**src/rtl/serial_in_parallel_out_rx.sv**
```systemverilog
`default_nettype none
// ============================================================================
// Module   : serial_in_parallel_out_rx
// Purpose  : Receive end of the serial bit link. It collects an LSB-first
//            serial stream into WIDTH-bit words. Each word is presented on a
//            valid/ready port that has a one-word holding register. The block
//            also flags overrun and framing resync.
// Options  : PARITY_CHECK_EN - each frame carries one trailing even-parity
//            bit. A word is accepted only when the parity holds; otherwise
//            par_err pulses for one cycle.
// Revision : 1.0 - initial release
// ============================================================================
module serial_in_parallel_out_rx #(
  parameter int WIDTH = 4
) (
  input  logic             clk,
  input  logic             reset,
  input  logic             sin,
  input  logic             sin_valid,
  input  logic             frame_start,
  output logic [WIDTH-1:0] pout,
  output logic             pout_valid,
  input  logic             pout_ready,
  output logic             overrun,
  input  logic             ovr_clr,
  output logic             resync,
  output logic             par_err
);

`ifdef PARITY_CHECK_EN
  localparam int c_frame_len = WIDTH + 1;
`else
  localparam int c_frame_len = WIDTH;
`endif
  localparam int c_cnt_w = $clog2(c_frame_len + 1);
  localparam logic [c_cnt_w-1:0] c_cnt_one  = c_cnt_w'(1);
  localparam logic [c_cnt_w-1:0] c_cnt_last = c_cnt_w'(c_frame_len - 1);

  typedef enum logic [0:0] {
    ST_IDLE  = 1'b0,
    ST_SHIFT = 1'b1
  } state_t;

  state_t                 r_state, w_state_nxt;
  logic [c_cnt_w-1:0]     r_cnt, w_cnt_nxt;
  logic [c_frame_len-1:0] r_shreg, w_shreg_nxt, w_shifted;
  logic [WIDTH-1:0]       r_pout, w_pout_nxt;
  logic                   r_pout_valid, w_pout_valid_nxt;
  logic                   r_overrun, w_overrun_nxt;
  logic                   r_resync, w_resync_nxt;
  logic                   r_par_err, w_par_err_nxt;
  logic                   w_complete, w_parity_ok;

  // Bits arrive LSB first, so each new bit enters at the top of the register.
  assign w_shifted = {sin, r_shreg[c_frame_len-1:1]};

`ifdef PARITY_CHECK_EN
  assign w_parity_ok = ~(^w_shifted);
`else
  assign w_parity_ok = 1'b1;
`endif

  // Next state for the framing FSM and the output holding register.
  always_comb begin
    w_state_nxt      = r_state;
    w_cnt_nxt        = r_cnt;
    w_shreg_nxt      = r_shreg;
    w_complete       = 1'b0;
    w_resync_nxt     = 1'b0;
    w_par_err_nxt    = 1'b0;
    w_pout_nxt       = r_pout;
    w_pout_valid_nxt = r_pout_valid;
    w_overrun_nxt    = r_overrun & ~ovr_clr;

    case (r_state)
      ST_IDLE: begin
        if (sin_valid && frame_start) begin
          w_shreg_nxt = w_shifted;
          w_cnt_nxt   = c_cnt_one;
          w_state_nxt = ST_SHIFT;
        end
      end
      ST_SHIFT: begin
        if (sin_valid) begin
          w_shreg_nxt = w_shifted;
          if (frame_start) begin
            // A new frame start drops the partial frame that is in flight.
            w_cnt_nxt    = c_cnt_one;
            w_resync_nxt = 1'b1;
          end else if (r_cnt == c_cnt_last) begin
            w_complete  = 1'b1;
            w_cnt_nxt   = '0;
            w_state_nxt = ST_IDLE;
          end else begin
            w_cnt_nxt = r_cnt + c_cnt_one;
          end
        end
      end
      default: begin
        w_state_nxt = ST_IDLE;
        w_cnt_nxt   = '0;
      end
    endcase

    // A consumer handshake frees the holding register.
    if (r_pout_valid && pout_ready) begin
      w_pout_valid_nxt = 1'b0;
    end

    if (w_complete && !w_parity_ok) begin
      w_par_err_nxt = 1'b1;
    end else if (w_complete) begin
      if (!r_pout_valid || pout_ready) begin
        w_pout_nxt       = w_shifted[WIDTH-1:0];
        w_pout_valid_nxt = 1'b1;
      end else begin
        // The holding register is still full, so the new word is lost.
        // A set on the same edge as ovr_clr takes priority.
        w_overrun_nxt = 1'b1;
      end
    end
  end

  // State and output registers. Reset is asynchronous and clears everything.
  always_ff @(posedge clk or posedge reset) begin
    if (reset) begin
      r_state      <= ST_IDLE;
      r_cnt        <= '0;
      r_shreg      <= '0;
      r_pout       <= '0;
      r_pout_valid <= 1'b0;
      r_overrun    <= 1'b0;
      r_resync     <= 1'b0;
      r_par_err    <= 1'b0;
    end else begin
      r_state      <= w_state_nxt;
      r_cnt        <= w_cnt_nxt;
      r_shreg      <= w_shreg_nxt;
      r_pout       <= w_pout_nxt;
      r_pout_valid <= w_pout_valid_nxt;
      r_overrun    <= w_overrun_nxt;
      r_resync     <= w_resync_nxt;
      r_par_err    <= w_par_err_nxt;
    end
  end

  assign pout       = r_pout;
  assign pout_valid = r_pout_valid;
  assign overrun    = r_overrun;
  assign resync     = r_resync;
  assign par_err    = r_par_err;

endmodule
`default_nettype wire

```
**config.mk**
```make
export PLATFORM = sky130hd
export DESIGN_NAME = serial_in_parallel_out_rx
export DESIGN_NICKNAME = d
export VERILOG_FILES = /design/src/rtl/serial_in_parallel_out_rx.sv
export SDC_FILE = /design/constraint.sdc
export NUM_CORES = 1
export LEC_CHECK = 0
export CELL_PAD_IN_SITES_DETAIL_PLACEMENT = 0
export CELL_PAD_IN_SITES_GLOBAL_PLACEMENT = 1
export CORE_MARGIN = 2
export CORE_UTILIZATION = 36
export CTS_CLUSTER_DIAMETER = 200
export DETAILED_ROUTE_END_ITERATION = 16
export GPL_ROUTABILITY_DRIVEN = 0
export HOLD_SLACK_MARGIN = 0.05
export MAX_ROUTING_LAYER = met4
export PLACE_DENSITY = 0.84
export SYNTH_ARGS = -nofsm -noshare
export SYNTH_HDL_FRONTEND = slang
export SYNTH_SLANG_ARGS = --single-unit
```
**constraint.sdc**
```tcl
create_clock -name clk -period 2.05 [get_ports clk]
set_clock_uncertainty 0.1 [all_clocks]
set_input_delay 0.41 -clock clk [delete_from_list [all_inputs] [get_ports clk]]
set_output_delay 0.41 -clock clk [all_outputs]
set_load 0.01 [all_outputs]
```
# Word-level counts from Yosys, hierarchy flattened
# Cells that the tools add are included.
dict set report totals {
  register_bits 15
  latch_bits 0
  ramBits 0
  romBits 0
  inputBits 7
  output_inout_bits 8
  word_cells 45
  mem_count 0
}
dict set report classes {
  n_addsub 1
  mul 0
  n_div 0
  magnitude_cmp 0
  n_eq_ne 3
  n_shift 0
  mux 25
  bitwise 3
  n_reduce_logical 6
}
# operator n
set op_table {}
lappend op_table {{$mux 1} 16}
lappend op_table {{$mux 3} 4}
lappend op_table {{$mux 4} 2}
lappend op_table {{$pmux 4 s2} 1}
lappend op_table {{$pmux 3 s2} 1}
lappend op_table {{$ne 2x2->1 const B} 2}
lappend op_table {{$reduce_and 2->1} 2}
lappend op_table {{$add 3x1->3 const B} 1}
lappend op_table {{$eq 3x2->1 const B} 1}
lappend op_table {{$logic_and 1x1->1} 2}
lappend op_table {{$not 1->1} 2}
lappend op_table {{$pmux 1 s2} 1}
lappend op_table {{$and 1x1->1} 1}
lappend op_table {{$logic_not 1->1} 1}
lappend op_table {{$logic_or 1x1->1} 1}

# Longest topological paths before layout
# Gate-level depths: netlist of run 1.
dict set report logic_depth {
  depth_word 6
  depth_mapped 4
  ltp_nobuf 4
}

# Worst setup path before layout of run 1
# Ideal clock, no wire load.
dict set report synth_timing {
  kind {input to register}
  from {input frame_start}
  to {register r_shreg[1]}
  setup_time_ps 125
  t_arrival_ps 1292
  t_required_ps 1825
  path_slack_ps 533
  cell_stages 3
  path_buffers 1
  cell_sequence {buf_2 > o21ai_0 > mux2_2}
}
dict set report synth_between {
  elab_chain_len 3
}
# element line
set synth_lines {}
lappend synth_lines {{from (decl)} 20} ;# input logic frame_start,
lappend synth_lines {{$logic_and 1x1->1} 77} ;# if (sin_valid && frame_start) begin
lappend synth_lines {{$ne 2x2->1 (no source line)} -}
lappend synth_lines {{$reduce_and 2->1 (no source line)} -}
lappend synth_lines {{to (signal assigned)} 138} ;# r_shreg <= w_shreg_nxt;
lappend synth_lines {{to (decl)} 46} ;# logic [c_frame_len-1:0] r_shreg, w_shreg_nxt, w_shifted;
# Every way passes these cells.
# A chain may end at the register's enable or synchronous reset.

# Worst setup path in the final report of run 1
dict set report layout_timing {
  from {register r_pout[3] (netlist: pout[3])}
  to {output pout[3]}
}
# element line
set layout_rtl {}
lappend layout_rtl {{from (decl)} 47} ;# logic [WIDTH-1:0] r_pout, w_pout_nxt;
lappend layout_rtl {{from (signal assigned)} 139} ;# r_pout <= w_pout_nxt;
lappend layout_rtl {{to (decl)} 21} ;# output logic [WIDTH-1:0] pout,
# No word-level cell between the ends.

==> impl_metrics.yaml, run 1 <==
drt:
  drc_errors: 0
  firstDrtPassIters: 4
  ant_nets: 0
  vias_per_cell: 4.83
  drt_iter0_drc: 2
  wl_um: 976
  wl_per_cell_um: 12.0
  vias: 391
synth:
  synth_ff_type: "dfrtp_1"
  synthArstFlopShare_pct: 100
  ys_seq_area_share_pct: 58.8
  synth_edf_count: 0
  synth_area_leaders: "dfrtp_1 (59%), mux2_2 (13%), nor4b_4 (4.0%), a22o_1 (2.9%), ha_1 (2.1%)"
  syn_nets: 54
  yosys_warnings: 0
  yosys-top-cells-count: "dfrtp_1 (14), mux2_2 (7), inv_1 (3)"
  synth_area_per_cell_um2: 12.9
  synth_area_um2: 596
  netlist.area_leader.share_pct: 58.8
  yosysUniqueCellTypes: 21
  synth.most_common_cell: "dfrtp_1"
  synth_top_area_cell: "dfrtp_1"
  postSynthCellCount: 46
  ys_seq_elements: 14
worst_setup_path:
  crit_chain: "clkdlybuf4s50_1"
  crit_arrival_ns: 1.18
  critPathLaunchType: "flip-flop"
  cp_slowest_cell: "clkdlybuf4s50_1"
  crit_fanout: 2
  r2r_end: "pout[2]"
  end_kind: "output pin"
  max_stage_delay_ns: 0.55
  critical_path_buf_inv_count: 1
  worstPathRequired_ns: 1.54
  r2r_cells: 4
  worstReg2RegStart: "r_cnt[0]"
  reg2reg_slack_ns: 0.42
  criticalPathCategory: "flip-flop to output pin"
  path_delay_family: "buffers and inverters"
sta:
  finalHoldViolCount: 0
  fmax_mhz: 591
  whs_ns: 0.361
  rsz0062_at_grt: "no"
  period_share_pct: 82.5
  worst_pin_slew_ns: 0.528
  slew_violations: 0
  slew_headroom_pct: 64.8
  setup_viol: 0
  finalSetupTns_ns: 0
  min_period_ns: 1.69
  setup_ws_ns: 0.359
die:
  io_pins: 15
  chipHeight_um: 44.7
  core-area_um2: 1520
  rows: 14
  die-area_um2: 2000
  die_w_um: 44.7
  start_util_pct: 39.1
clock_network:
  numCtsBuffers: 3
  clock_sinks: 14
  hold_buffers: 0
  ctsResizeCount: 0
  cts_max_level: 1
  clockBufferDepth: 2
  post_cts_buffers: 0
  worst_skew_pair.late_latency_ns: 0.27
  cts-root-buf: "clkbuf_4"
  path_clk_slew_ns: 0.09
  cts_tree: "built"
power:
  power_density_nw_per_um2: 1070
  leakage_uw: 0.000370
  peakVddDrop_mv: 0.697
outcome:
  outcome: "complete, no violations"
grt:
  grt_overflow: 0
  grt_pass1_wl_um: 1720
  grt_usage_pct: 12.5
  grt_max_degree: 15
  grt_pass1_vias: 382
  antenna_found_initial: 0
placed_design:
  dpl.hpwl_um: 749
  dp.cells: 77
  portBuffers: 13
  preCtsSetupSlack_ns: 0.0560
job:
  maxCapViolCount: 0
hold_path:
  hp-class: "input port to async pin"
finish:
  drive_above_1_share_pct: 26.2
  finalNonFillerCells: 81
  fillCellCount: 133
  area_growth_pct: 34.2
  fin_nets: 74
  antenna_cells: 0
## cells in the final DEF, fill, tap and decap left out
cell type        netlist  final
inv_1                  3      3
nor3_1                 1      1
a22o_1                 2      2
a21o_1                 1      1
a31o_2                 1      1
dfrtp_1               14     14
or3_1                  1      1
mux2_2                 7      7
a21oi_1                1      1
clkbuf_4               0      3
nand2_1                2      2
nor2_1                 2      2
a21boi_0               1      1
nor4b_4                1      1
conb_1                 1      1
o21ai_0                1      1
clkdlybuf4s50_1        0     13
buf_4                  1      4
o22ai_1                1      1
and3_1                 1      1
ha_1                   1      1
clkbuf_8               0      1
nand2b_1               2      2
## worst max path at each step
stage / slack [ns] / end / start / depth (start not counted)
floorplan: 0.53 / r_shreg[1] / frame_start / 3
global placement: 0.08 / pout[2] / sin_valid / 4
detailed placement: 0.06 / pout[2] / sin_valid / 4
CTS: 0.35 / pout[2] / sin_valid / 4
global route: 0.30 / pout[3] / sin_valid / 4
finish: 0.36 / pout[3] / pout[3] / 1
## metal layers
metal  global-route usage (%)  vias to the layer above  wire [um]
met5                        -                        -          0
met4                     3.64                        0         14
met3                     5.31                        2         72
met2                     16.8                       13        405
met1                     17.1                      180        485
li1                         -                      196          -
## cell families after synthesis
group,synth area share (%)
compound gates,9.66
fa+ha+maj,2.10
buf+inv,3.99
flops,58.8
mux,13.2
other cells,0.630
simple gates,11.6
## state kept, by name, indices dropped and copies added (netlist names)
signal,cells
resync,1
pout,4
pout_valid,1
overrun,1
r_state,1
r_cnt,3
r_shreg,3
## where the power goes
part           internal [uW]  switching (uW)  leakage (uW)  total (uW)
Combinational            167             101      0.000176         267
Clock                    108            87.2     0.0000210         195
Sequential               352            41.8      0.000173         393
Total                    626             230      0.000370         856
## worst reg2reg max path, cell delays in order (launching register included)
cell      delay (ns)
dfrtp_1         0.37
ha_1            0.18
nand2b_1        0.14
nor4b_4         0.36
mux2_2          0.38
## area by class of cell
cell class	instances	area [um2]	area share, %
timing repair buffer	17	160	20.0
clock buffer	4	36.3	4.54
inverter	3	11.3	1.41
tap	16	20.0	2.50
multi-input combinational	27	221	27.7
sequential	14	350	43.8
## stage by stage
stage	power, uW	cell area, um2	utilization [%]
finish	856	800	52.5
global route	907	800	52.5
CTS	869	800	52.5
detailed placement	670	763	50.1
global placement	666	763	50.1
floorplan	533	596	-
(Power assumes the default switching activity.)
==> run 2: changes to the inputs <==
--- a/config.mk
+++ b/config.mk
@@ -7,14 +7,15 @@
 export LEC_CHECK = 0
 export CELL_PAD_IN_SITES_DETAIL_PLACEMENT = 0
 export CELL_PAD_IN_SITES_GLOBAL_PLACEMENT = 1
+export CORE_ASPECT_RATIO = 1.4
 export CORE_MARGIN = 2
-export CORE_UTILIZATION = 36
+export CORE_UTILIZATION = 32
 export CTS_CLUSTER_DIAMETER = 200
 export DETAILED_ROUTE_END_ITERATION = 16
 export GPL_ROUTABILITY_DRIVEN = 0
 export HOLD_SLACK_MARGIN = 0.05
 export MAX_ROUTING_LAYER = met4
-export PLACE_DENSITY = 0.84
+export PLACE_DENSITY = 0.79
 export SYNTH_ARGS = -nofsm -noshare
 export SYNTH_HDL_FRONTEND = slang
 export SYNTH_SLANG_ARGS = --single-unit
==> constraint.sdc (replaced) <==
create_clock -name clk -period 1.42 [get_ports clk]
set_clock_uncertainty 0.1 [all_clocks]
set_input_delay 0.284 -clock clk [delete_from_list [all_inputs] [get_ports clk]]
set_output_delay 0.284 -clock clk [all_outputs]
set_load 0.01 [all_outputs]
==> run 2 against run 1 <==
The run now ends with negative setup slack left. Register-to-register slack lost 0.55 ns. Cell area grew 15%. Die area grew 12%. Cell count grew 20%. Critical path depth up 4. Sequential share of layout area fell by 5.9 points. Sequential power is 45% higher. Critical endpoint is now pout[2]. Largest cell class unchanged.
==> impl_metrics.yaml, run 2 (synthesis results as in run 1) <==
finish:
  largest_reg_flops: 4
  fillCellCount: 172
  stdcell_area_um2: 923
  area_growth_pct: 55.0
  fin_nets: 86
  finalNonFillerCells: 97
  drive_above_1_share_pct: 44.2
  layout_common_cells: "buf_4 (16), dfrtp_1 (14), dlygate4sd2_1 (8), clkdlybuf4s50_1 (5), mux2_4 (4)"
  antenna_cells: 0
  utilization_pct: 52.6
  mostFrequentLayoutCell: "buf_4"
grt:
  grt_max_degree: 15
  grt_usage_pct: 13.8
  grt_pass1_wl_um: 1870
  grt_pass1_vias: 459
  grt_overflow: 0
  antenna_found_initial: 0
power:
  pwr-share-seq_pct: 41.8
  peakVddDrop_mv: 0.717
  leakage_uw: 0.000465
  intPower_uw: 984
  switching_share_pct: 28.0
  p_comb_share_pct: 37.2
  p_clk_share_pct: 21.1
  p_sw_uw: 383
  power_density_nw_per_um2: 1480
die:
  die_w_um: 40.5
  io_pins: 15
  die-area_um2: 2230
  rows: 18
  start_util_pct: 33.9
  core-area_um2: 1760
  chipHeight_um: 55.0
job:
  maxCapViolCount: 0
sta:
  finalHoldViolCount: 0
  setup_viol: 4
  period_share_pct: 109
  min_period_ns: 1.55
  slew_violations: 0
  fmax_mhz: 646
  setup_ws_ns: -0.127
  rsz0062_at_grt: "yes"
outcome:
  violations: "negative setup slack"
  outcome: "finished with violations"
worst_setup_path:
  max_stage_delay_ns: 0.37
  crit_arrival_ns: 1.62
  crit_fanout: 4
  cp_slowest_cell: "dfrtp_1"
  crit_chain: "ha_2 > nand2b_4 > nor4b_4 > buf_4 > mux2_4"
  critPathLaunchType: "flip-flop"
  critical_path_buf_inv_count: 1
  worstPathRequired_ns: 1.50
  criticalPathCategory: "flip-flop to flip-flop"
  path_delay_family: "flip-flops"
  end_kind: "flip-flop"
drt:
  vias_per_cell: 4.80
  ant_nets: 0
  wl_met2_um: 640
  top_layer: "met4"
  wl_per_cell_um: 12.8
  route.met3.wl_um: 60
  drt_iter0_drc: 6
  drc_errors: 0
  vias: 466
  wl_um: 1240
  firstDrtPassIters: 4
  met1_length_um: 498
clock_network:
  cts_max_level: 1
  cts-root-buf: "clkbuf_4"
  clockBufferDepth: 2
  clock_sinks: 14
  worst_skew_pair.late_latency_ns: 0.29
  numCtsBuffers: 3
  path_clk_slew_ns: 0.08
  hold_buffers: 0
  cts_tree: "built"
placed_design:
  dpl.hpwl_um: 842
  portBuffers: 13
  dp.cells: 88
  dpl_cell_area_um2: 821
hold_path:
  hp-class: "input port to async pin"
run 2: cell count changes in the layout (fill, tap and decap cells not counted), moves of 4 or more:
cell,delta
buf_4,+12
dlygate4sd2_1,+8
mux2_2,-4
clkdlybuf4s50_1,-8
mux2_4,+4
run 2: power groups by stage:
stage               Sequential [uW]  Combinational, uW  Clock, uW
floorplan                       600                170          0
global placement                571                438          0
detailed placement              576                451          0
CTS                             572                493        299
global route                    584                556        315
finish                          571                508        288
run 2: layout make-up:
| type | count | area (um2) | share of cell area [%] |
|---|---|---|---|
| clock buffers | 4 | 36.3 | 3.93 |
| multi-input cells | 27 | 260 | 28.2 |
| inverters | 3 | 11.3 | 1.22 |
| well taps | 20 | 25.0 | 2.71 |
| repair buffers | 29 | 240 | 26.0 |
| flip-flops and latches | 14 | 350 | 37.9 |
run 2: path summary, 6_finish.rpt:
path	start	to	slack, ns	cells after the start
setup / recovery	r_cnt[1]	pout[2]	-0.13	5
min in group clk	frame_start	resync	0.41	2
setup reg to reg	r_cnt[1]	pout[2]	-0.13	5
hold / removal	reset	r_shreg[2]	0.18	3
hold reg to reg	pout[1]	pout[1]	0.42	1
max in group asynchronous	reset	r_cnt[2]	0.87	3
run 2: routing by layer:
metal | vias to the layer above | global-route usage [%]
met4 | 0 | 10.0
met5 | - | -
met2 | 16 | 20.6
met3 | 5 | 3.60
met1 | 228 | 15.5
li1 | 217 | -
run 2: worst min-delay path, delay by kind of cell:
kind | cells | cell delay, ns
buffers and inverters | 3 | 0.65
run 2: repair_timing:
action | CTS | global route
hold endpoints to repair | 0 | 0
endpoints found under the setup margin | 14 | 10
pin swaps | 0 | 4
setup buffers | 4 | 1
gates resized for setup | 15 | 4
run 2: through the flow:
stage | worst slack [ns] | total power [uW] | hold slack (ns) | TNS [ns]
2_1_floorplan | -0.0886 | 770 | 0.0732 | -0.354
3_3_place_gp | -0.429 | 1010 | 0.387 | -3.70
3_5_place_dp | -0.458 | 1030 | 0.398 | -3.85
4_1_cts | -0.101 | 1360 | 0.187 | -0.391
5_1_grt | -0.182 | 1450 | 0.211 | -0.796
6_report | -0.127 | 1370 | 0.183 | -0.488
